[src/rtl/piso_shift_reg.sv]
// Parallel-in, serial-out shift register with valid/ready load and serial ports.
// Accepts one WIDTH-bit word while idle and emits it one bit per accepted beat.
`timescale 1ns/1ps

module piso_shift_reg #(
    parameter int unsigned WIDTH     = 64,
    parameter bit          MSB_FIRST = 1'b0
) (
    input  logic             Clk,
    input  logic             Rst,
    input  logic             load_valid,
    output logic             load_ready,
    input  logic [WIDTH-1:0] d,
    output logic             sout,
    output logic             sout_valid,
    input  logic             sout_ready,
    output logic             sout_last,
    output logic             done
);

    localparam int unsigned CNT_W = $clog2(WIDTH);

    typedef enum logic {
        IDLE  = 1'b0,
        SHIFT = 1'b1
    } state_t;

    state_t             r_state;
    logic [WIDTH-1:0]   r_shreg;
    logic [CNT_W-1:0]   r_cnt;
    logic               r_done;

    logic               w_beat;
    logic               w_at_last;
    logic [WIDTH-1:0]   w_shreg_next;

    assign w_beat    = (r_state == SHIFT) && sout_ready;
    assign w_at_last = (r_cnt == CNT_W'(WIDTH - 1));

    // Move the next bit into the output position, back-filling with zero.
    assign w_shreg_next = MSB_FIRST ? {r_shreg[WIDTH-2:0], 1'b0}
                                    : {1'b0, r_shreg[WIDTH-1:1]};

    always_ff @(posedge Clk) begin
        if (Rst) begin
            r_state <= IDLE;
            r_shreg <= '0;
            r_cnt   <= '0;
            r_done  <= 1'b0;
        end else begin
            r_done <= 1'b0;
            case (r_state)
                IDLE: begin
                    if (load_valid) begin
                        r_shreg <= d;
                        r_cnt   <= '0;
                        r_state <= SHIFT;
                    end
                end
                SHIFT: begin
                    if (w_beat) begin
                        if (w_at_last) begin
                            r_state <= IDLE;
                            r_cnt   <= '0;
                            r_done  <= 1'b1;
                        end else begin
                            r_shreg <= w_shreg_next;
                            r_cnt   <= r_cnt + CNT_W'(1);
                        end
                    end
                end
                default: r_state <= IDLE;
            endcase
        end
    end

    // Ready is masked by reset so no word is offered acceptance during Rst.
    assign load_ready = (r_state == IDLE) && !Rst;
    assign sout_valid = (r_state == SHIFT);
    assign sout       = (r_state == SHIFT) &&
                        (MSB_FIRST ? r_shreg[WIDTH-1] : r_shreg[0]);
    assign sout_last  = (r_state == SHIFT) && w_at_last;
    assign done       = r_done;

endmodule

[config.mk]
export PLATFORM = sky130hd
export DESIGN_NAME = piso_shift_reg
export DESIGN_NICKNAME = d
export VERILOG_FILES = /design/src/rtl/piso_shift_reg.sv
export SDC_FILE = /design/constraint.sdc
export NUM_CORES = 1
export LEC_CHECK = 0
export CAP_MARGIN = 40
export CORE_MARGIN = 2
export CORE_UTILIZATION = 58
export CTS_BUF_LIST = sky130_fd_sc_hd__clkbuf_8
export DETAILED_ROUTE_END_ITERATION = 6
export PLACE_DENSITY = 0.87
export SETUP_SLACK_MARGIN = 0.1
export SLEW_MARGIN = 20
export SYNTH_ARGS = -nofsm -noshare
export SYNTH_HDL_FRONTEND = slang
export SYNTH_SLANG_ARGS = --single-unit
export TNS_END_PERCENT = 50
[constraint.sdc]
create_clock -name Clk -period 4.5 [get_ports Clk]
set_input_delay 0.675 -clock Clk [delete_from_list [all_inputs] [get_ports Clk]]
set_output_delay 0.675 -clock Clk [all_outputs]
set_load 0.02 [all_outputs]
==> flow_summary_export.csv <==
group,metric,value,unit
synthesis,ys_ff_latch,72,
placed_design,dp.final_hpwl,5.289,mm
synthesis,synth_common_cells,"a211oi_1 (127), dfxtp_1 (72), inv_1 (64), mux2_2 (64), buf_2 (20)",
cells_and_area,fillers,497,
setup_path,critPathKind,"reg2out",
timing,skew,0.01162,ns
timing,hold_viol,0,
min_path,worstHoldStart,"r_shreg[44]$_SDFFE_PP0P_",
synthesis,yosys-top-cells-area,"dfxtp_1 (37%), a211oi_1 (24%), mux2_2 (18%)",
die,initial_core_util,60.94,%
synthesis,ys_seq_area_share,36.83,%
placed_design,io_buffers,72,
clocking,cts_buffers,9,
synthesis,synth_edf_count,0,
clocking,cts_hold_buf,0,
global_routing,grt_pass1_wl,14.07,mm
synthesis,syn-num-nets,481,
min_path,whs_path_depth,2,
timing,finalCriticalPeriod,2.818,ns
synthesis,synth_ff_type,"dfxtp_1",
power,powerDensity,307.7,nW/um^2
global_routing,grt_start_max_net_pins,74,
setup_path,r2r-start,"sout_valid$_SDFF_PP0_",
global_routing,antenna_found_initial,0,
synthesis,synth_top_area_share,36.83,%
cells_and_area,syn2layout_area_growth,21.10,%
global_routing,grt_overflow,0,
routing,detail_route.iter0.violations,148,
timing,fin_crit_sh,62.61,%
min_path,min_path_type,"reg2reg",
routing,antenna_left,0,
timing,rsz0062_at_grt,"false",
synthesis,yosys_warnings,0,
clocking,path_clk_slew,0.07,ns
clocking,clockBufferDepth,2,
power,vdd_drop_max,0.0001609,V
run_status,status,"finished clean",
setup_path,rr_worst_depth,5,
synthesis,yosysMostFrequentCell,"a211oi_1",
run,maxCapViolations,0,
setup_path,end_kind,"primary output",
synthesis,synth.avg_cell_area,9.499,um^2
clocking,post_cts_resized,0,
global_routing,grt_use_total,23.24,%
cells_and_area,final_core_util,73.80,%
setup_path,r2r-end,"r_shreg[30]$_SDFFE_PP0P_",
placed_design,gp_congestion,0.7860,
die,core-area,6422,um^2
clocking,cts_max_level,3,
power,leakagePower,1.660,nW
setup_path,critPathLaunchType,"register",
timing,drv_slew,0,
setup_path,required,3.83,ns
die,std_cell_rows,29,
cells_and_area,nNetsFinal,528,
synthesis,syn-cell-area,3914,um^2
clocking,clk_latency,0.34,ns
routing,m1WireLength,4.011,mm
synthesis,synth-async-reset-ratio,0,%
routing,vias_per_cell,5.876,
timing,finalSetupViolCount,0,
synthesis,postSynthCellCount,412,
routing,drt_pass1_iterations,4,
clocking,cts-root-buf,"clkbuf_8",
die,num_io_pins,73,
setup_path,worstPathArrival,2.14,ns
die,die_w,86.15,um
clocking,tritoncts,"built",
global_routing,grt_pass1_vias,3080,
routing,drt_wl_total,8.510,mm
setup_path,reg2reg_setup_slack,2.09,ns
clocking,cts_setup_buffers,0,
synthesis,yosys.area.top_type,"dfxtp_1",
min_path,hold-path-endpoint,"r_shreg[44]$_SDFFE_PP0P_",
routing,dr_wl_met3,350,um
timing,max_freq,354.9,MHz
routing,dr.max_layer_used,"met4",
die,fp.dieArea,7421,um^2
routing,wire_per_inst,15.73,um
setup_path,critPathMaxFanout,50,
timing,worstMarginPinSlew,0.7419,ns
cells_and_area,antenna_cells,0,
timing,slew_headroom,50.54,%
timing,setup_tns,0,ns
routing,drc,0,
routing,met2WireLength,4.033,mm
cells_and_area,drive_gt1_share,19.83,%
routing,via_count,3179,
clocking,clkSinkCount,72,
die,die_y,86.15,um
synthesis,ys_types,36,
## registers in the layout, indices dropped and copies added, names as in the netlist
signal / cells
r_shreg: 64
done: 1
r_cnt: 6
sout_valid: 1
## cell type report
type	instances	area, um^2	area share (%)
well taps	77	96.34	2.033
flip-flops and latches	72	1445	30.49
clock buffers	10	137.6	2.904
multi-input cells	233	1978	41.74
repair buffers	79	813.3	17.16
clock inverters	6	28.78	0.6072
inverters	64	240.2	5.069
## stage by stage
step	std cells	instance area (um^2)	hold slack [ns]	setup slack, ns	total power (W)
floorplan	412	3914	0.4292	2.689	0.0009355
global placement	522	4506	0.4388	1.849	0.001015
detailed placement	525	4573	0.4433	1.807	0.001029
CTS	541	4740	0.4577	1.657	0.001465
global route	541	4740	0.4774	1.581	0.001524
finish	541	4740	0.4560	1.682	0.001458
## kinds of logic (layout without fill, tap and decap cells)
kind of cell / count (synthesis) / after routing / synth area share [%]
buffers and inverters: 107 / 159 / 12.92
DFF: 72 / 72 / 36.83
muxes: 66 / 66 / 19.02
adders and majority gates: 1 / 1 / 0.3196
and+or+nand+nor: 29 / 29 / 4.348
AOI/OAI and AO/OA: 137 / 137 / 26.57
## cell usage in the layout, fill, tap and decap left out, types with 2 or more instances in the layout
cell type,synthesis,routed
nand2_1,4,4
nor2_1,7,7
buf_12,0,2
a211oi_1,127,127
dfxtp_1,72,71
mux2_2,64,64
and3_2,0,2
and2_1,2,2
clkdlybuf4s50_1,0,71
clkinv_2,0,2
clkbuf_8,0,10
nand3_1,3,3
nor4b_1,2,2
inv_1,64,67
buf_4,5,4
## routing by layer
layer  vias to the layer above  GRT usage (%)
met2                        72          38.76
li1                       1607              -
met4                         0          9.235
met1                      1487          29.86
met3                        13          3.946
met5                         -              0
## critical path, cell delays in order (launching register included)
cell	delay, ns
dfxtp_4	0.60
buf_16	0.29
nand3_2	0.16
nor2_1	0.12
clkdlybuf4s50_1	0.61
## worst max path at each step
stage,start,to
floorplan,sout_valid$_SDFF_PP0_,sout_last
global placement,sout_ready,r_shreg[21]$_SDFFE_PP0P_
detailed placement,sout_ready,r_shreg[61]$_SDFFE_PP0P_
CTS,sout_valid$_SDFF_PP0_,sout_last
global route,sout_valid$_SDFF_PP0_,sout_last
finish,sout_valid$_SDFF_PP0_,sout_last
## power breakdown
part | switching (W) | total, W | internal [W]
combinational | 0.000125 | 0.000291 | 0.000166
sequential | 0.0000337 | 0.000727 | 0.000693
clock | 0.000234 | 0.000441 | 0.000207
total | 0.000392 | 0.00146 | 0.00107
Note: power is estimated with default switching activity, not from simulation.
